**config.mk**
```make
export PLATFORM = sky130hd
export DESIGN_NAME = fft_input_packer
export DESIGN_NICKNAME = d
export VERILOG_FILES = /design/src/rtl/fft_input_packer.sv
export SDC_FILE = /design/constraint.sdc
export NUM_CORES = 1
export LEC_CHECK = 0
export BUFFER_PORTS_ARGS = -buffer_cell sky130_fd_sc_hd__buf_2
export CAP_MARGIN = 40
export CORE_ASPECT_RATIO = 0.6
export CORE_MARGIN = 3
export CORE_UTILIZATION = 55
export CTS_CLUSTER_DIAMETER = 40
export CTS_CLUSTER_SIZE = 20
export DETAILED_ROUTE_END_ITERATION = 7
export PLACE_DENSITY = 0.77
export SYNTH_ARGS = -nofsm -noshare
export SYNTH_HDL_FRONTEND = slang
export SYNTH_SLANG_ARGS = --single-unit
```
**constraint.sdc**
```tcl
create_clock -name clk -period 5.04 [get_ports clk]
set_input_delay 0.504 -clock clk [delete_from_list [all_inputs] [get_ports clk]]
set_output_delay 0.504 -clock clk [all_outputs]
set_load 0.005 [all_outputs]
```
**src/rtl/fft_input_packer.sv**
```systemverilog
// Packs a stream of complex 9-bit samples into 16-lane vectors for the 512-pt FFT
// stage-0 pipeline, tracking 32-vector frame alignment and frame-length errors.
module fft_input_packer #(
    parameter int DATA_WIDTH = 9,
    parameter int NUM_LANES  = 16,
    parameter int FRAME_VECS = 32
) (
    input  logic                                   clk,
    input  logic                                   rst,
    input  logic                                   in_valid,
    input  logic signed [DATA_WIDTH-1:0]           in_R,
    input  logic signed [DATA_WIDTH-1:0]           in_Q,
    input  logic                                   in_last,
    output logic [NUM_LANES-1:0][DATA_WIDTH-1:0]   dout_R,
    output logic [NUM_LANES-1:0][DATA_WIDTH-1:0]   dout_Q,
    output logic                                   valid_out,
    output logic                                   frame_start,
    output logic                                   frame_end,
    output logic                                   err_frame
);

    localparam int LANE_W = $clog2(NUM_LANES);
    localparam int VEC_W  = $clog2(FRAME_VECS);
    localparam logic [LANE_W-1:0] LAST_LANE = LANE_W'(NUM_LANES - 1);
    localparam logic [VEC_W-1:0]  LAST_VEC  = VEC_W'(FRAME_VECS - 1);

    logic [LANE_W-1:0]                  lane_cnt;
    logic [VEC_W-1:0]                   vec_cnt;
    logic [NUM_LANES-1:0][DATA_WIDTH-1:0] hold_R;
    logic [NUM_LANES-1:0][DATA_WIDTH-1:0] hold_Q;

    logic                               lane_full_p0;
    logic                               vec_full_p0;
    logic                               emit_p0;
    logic                               frame_done_p0;
    logic                               len_err_p0;
    logic [NUM_LANES-1:0][DATA_WIDTH-1:0] vec_R_p0;
    logic [NUM_LANES-1:0][DATA_WIDTH-1:0] vec_Q_p0;

    // Lanes already filled come from the hold buffer, the current sample goes to
    // lane_cnt, and anything above it is zero padding for a short final vector.
    function automatic logic [DATA_WIDTH-1:0] pack_lane(
        input int                     lane,
        input logic [LANE_W-1:0]      fill,
        input logic [DATA_WIDTH-1:0]  held,
        input logic [DATA_WIDTH-1:0]  cur
    );
        if (LANE_W'(lane) == fill)
            return cur;
        else if (LANE_W'(lane) < fill)
            return held;
        else
            return '0;
    endfunction

    // Stage p0: accept decision and vector assembly from the incoming sample
    always_comb begin
        lane_full_p0  = (lane_cnt == LAST_LANE);
        vec_full_p0   = (vec_cnt == LAST_VEC);
        emit_p0       = in_valid & (lane_full_p0 | in_last);
        frame_done_p0 = emit_p0 & (vec_full_p0 | in_last);
        len_err_p0    = 1'b0;
        if (in_valid) begin
            if (in_last)
                len_err_p0 = ~(lane_full_p0 & vec_full_p0);
            else
                len_err_p0 = lane_full_p0 & vec_full_p0;
        end
        for (int i = 0; i < NUM_LANES; i++) begin
            vec_R_p0[i] = pack_lane(i, lane_cnt, hold_R[i], in_R);
            vec_Q_p0[i] = pack_lane(i, lane_cnt, hold_Q[i], in_Q);
        end
    end

    // Stage p1: counters, hold buffer and registered vector outputs
    always_ff @(posedge clk) begin
        if (rst) begin
            lane_cnt    <= '0;
            vec_cnt     <= '0;
            hold_R      <= '0;
            hold_Q      <= '0;
            dout_R      <= '0;
            dout_Q      <= '0;
            valid_out   <= 1'b0;
            frame_start <= 1'b0;
            frame_end   <= 1'b0;
            err_frame   <= 1'b0;
        end else begin
            valid_out   <= emit_p0;
            frame_start <= emit_p0 & (vec_cnt == '0);
            frame_end   <= frame_done_p0;
            if (len_err_p0)
                err_frame <= 1'b1;
            if (in_valid) begin
                hold_R[lane_cnt] <= in_R;
                hold_Q[lane_cnt] <= in_Q;
                lane_cnt         <= emit_p0 ? '0 : lane_cnt + LANE_W'(1);
            end
            if (emit_p0) begin
                dout_R  <= vec_R_p0;
                dout_Q  <= vec_Q_p0;
                vec_cnt <= frame_done_p0 ? '0 : vec_cnt + VEC_W'(1);
            end
        end
    end

endmodule

```
==> flow_summary.yaml <==
pwr:
  pwr-share-clk_pct: 41.7
  seq_power_share_pct: 52.1
  intPower_w: 0.00654
  combPwrFrac_pct: 6.2
  power.switching_w: 0.00221
  p_sw_share_pct: 25.2
  ir_drop_uv: 227
  p_leak_nw: 9.83
  power.density_mw_per_mm2: 346
global_routing:
  grt-ovfl-total: 0
  grt_pass1_wl_um: 111000
  grt_usage_pct: 32.7
  grt_max_degree: 114
  use_met3_pct: 6.99
  grt_use_met2_pct: 50.6
  gr-usage-met1_pct: 44.9
  antenna_found_initial: 0
  grt_busiest_layer: "met2"
  first_global_vias: 19500
run_status:
  status: "finished clean"
sta:
  fin_crit_sh_pct: 66.9
  finClkSkew_ns: 0.0249
  fmax_ghz: 0.297
  finalSetupViolations: 0
  slew_violations: 0
  fin_tns_setup_ns: 0
  slew_headroom_pct: 34.3
  fin_crit_ns: 3.37
  hold_violations: 0
  rsz0062_at_grt: "no"
  hold_ws_ns: 0.387
  tightest_slew_ns: 0.982
floorplanning:
  coreArea_mm2: 0.0396
  std_cell_rows: 56
  initial_core_util_pct: 56.6
  ios: 314
  dieWidth_um: 267
  die_h_um: 162
  die_area_mm2: 0.0433
setup_path:
  end_kind: "flip-flop"
  crit_chain: "ha_1, buf_4, nor2b_1, and2_1, nand2_1, a21oi_1"
  critical_path_class: "reg -> reg"
  worst_setup_path_start_kind: "flip-flop"
  arrival_ns: 3.86
  crit_required_ns: 5.53
  critPathMaxStageDelay_ns: 0.78
  cp_slowest_cell: "nor2b_1"
  crit_fanout: 24
yosys:
  netlist_instances: 2814
  yosys_most_used_dff: "dfxtp_1"
  async_flop_share_pct: 0
  synth_edf_count: 0
  avgSynthCellArea_um2: 7.96
  yosysWarnings: 0
  synth_area_mm2: 0.0224
  syn-num-nets: 2844
  ys_types: 50
  ys_seq_elements: 571
  synth-seq-area-share_pct: 51.0
placement:
  portBuffers: 313
  gp_congestion: 0.860
  dp.final_hpwl_um: 49200
route:
  num_vias: 21000
  wl_per_cell_um: 20.9
  routed_wl_um: 73300
  drtIter0Drc: 2575
  vias_per_cell: 5.99
  drtAntennaViolNets: 0
  drt_first_pass_iters: 7
  post-route-drc-count: 0
clock_network:
  postCtsSetupBuffers: 0
  hold_buffers: 0
  cts_buffers: 44
  ctsResizeCount: 0
  clock_path_buffers: 3
  root_buffer: "clkbuf_16"
  clk_latency_ns: 0.57
  cts_tree: "yes"
  htree_levels: 2
  clkTransAtPathRegs_ns: 0.08
  cts_sinks: 571
final_layout:
  fillers: 3303
  layout-drive-gt1-share_pct: 15.1
  final_common_cell: "nand2_1"
  num-nets-final: 2977
  syn_to_final_growth_pct: 13.0
  mostFrequentLayoutCells: "nand2_1, dfxtp_1, a21oi_1, buf_2, o21ai_0"
flow_run:
  maxCapViolCount: 0
min_path:
  min_path_type: "in -> reg"
==> area by class of cell <==
class / count / area [µm²] / share of cell area (%)
Clock buffer: 53 / 1200 / 4.73
Tap cell: 522 / 653 / 2.58
Multi-Input combinational cell: 1983 / 9750 / 38.5
Clock inverter: 25 / 300 / 1.19
Timing Repair Buffer: 340 / 1930 / 7.64
Antenna cell: 1 / 2.50 / 0.00989
Sequential cell: 571 / 11400 / 45.2
Inverter: 7 / 26.3 / 0.104
==> worst max-delay path, delay by kind of cell (launching register included) <==
kind | cells | cell delay [ns]
AND/OR/NAND/NOR | 3 | 1.60
flip-flops | 1 | 0.62
adder cells (fa/ha/maj) | 1 | 0.58
buffers and inverters | 1 | 0.32
AO/OA/AOI/OAI | 1 | 0.16
==> worst paths after layout <==
kind	from	endpoint	slack, ns	depth (start not counted)
min reg2reg	dout_R[51]	dout_R[51]	0.45	2
max	lane_cnt[1]	hold_R[22]	1.67	6
max reg2reg	lane_cnt[1]	hold_R[22]	1.67	6
min	in_last	vec_cnt[3]	0.39	3
==> registers in the layout (all words and copies together) (netlist names) <==
signal / count
dout_Q: 144
dout_R: 144
hold_Q: 135
hold_R: 135
vec_cnt: 5
lane_cnt: 4
err_frame: 1
frame_end: 1
frame_start: 1
valid_out: 1
==> metrics by stage <==
step           setup slack [ns]  util, %  total power (W)  instance area, µm²  cells
2_1_floorplan              3.13        -          0.00501               22400   2814
3_3_place_gp               1.96     59.7          0.00516               23600   3415
3_5_place_dp               1.86     60.1          0.00519               23800   3423
4_1_cts                    1.80     63.9          0.00875               25300   3501
5_1_grt                    1.42     63.9          0.00898               25300   3501
6_report                   1.67     63.9          0.00875               25300   3502
==> cells by family (layout without fill, tap and decap cells) <==
| kind of cell | Yosys count | after routing | share of synthesized area [%] |
|---|---|---|---|
| multiplexers | 55 | 55 | 2.46 |
| other | 0 | 1 | 0 |
| XOR/XNOR | 4 | 4 | 0.156 |
| buffers and inverters | 260 | 425 | 5.58 |
| AO/OA/AOI/OAI | 833 | 833 | 20.9 |
| adder cells (fa/ha/maj) | 8 | 8 | 0.447 |
| AND/OR/NAND/NOR | 1083 | 1083 | 19.4 |
| flip-flops | 571 | 571 | 51.0 |
==> power groups by stage <==
| stage | clock network (W) | logic, W | registers (W) |
|---|---|---|---|
| 2_1_floorplan | 0 | 0.000352 | 0.00466 |
| 3_3_place_gp | 0 | 0.000494 | 0.00466 |
| 3_5_place_dp | 0 | 0.000521 | 0.00467 |
| 4_1_cts | 0.00366 | 0.000523 | 0.00456 |
| 5_1_grt | 0.00385 | 0.000568 | 0.00456 |
| 6_report | 0.00365 | 0.000541 | 0.00456 |
==> synth_stat cells, types with 8 or more instances <==
cell type    n  area [µm²]
nand2_1    885        3320
dfxtp_1    571       11400
a21oi_1    382        1910
o21ai_0    259        1300
nor2_1     121         454
clkbuf_1   116         435
buf_2       90         450
a22oi_1     81         608
mux2i_1     55         551
a22o_1      54         473
buf_4       28         210
o21ai_1     24         120
a21boi_0    12        90.1
buf_1       10        37.5
o2bb2ai_1   10        87.6
nand2b_1     9        56.3
and3_1       8        50.1
ha_1         8         100
==> metal layers <==
metal | up-vias | share of wire [%]
met5 | - | 0
met2 | 1256 | 44
met1 | 9830 | 41
li1 | 9673 | -
met3 | 215 | 11
met4 | 0 | 3.5
No activity file was read; power rests on OpenSTA's default activity.
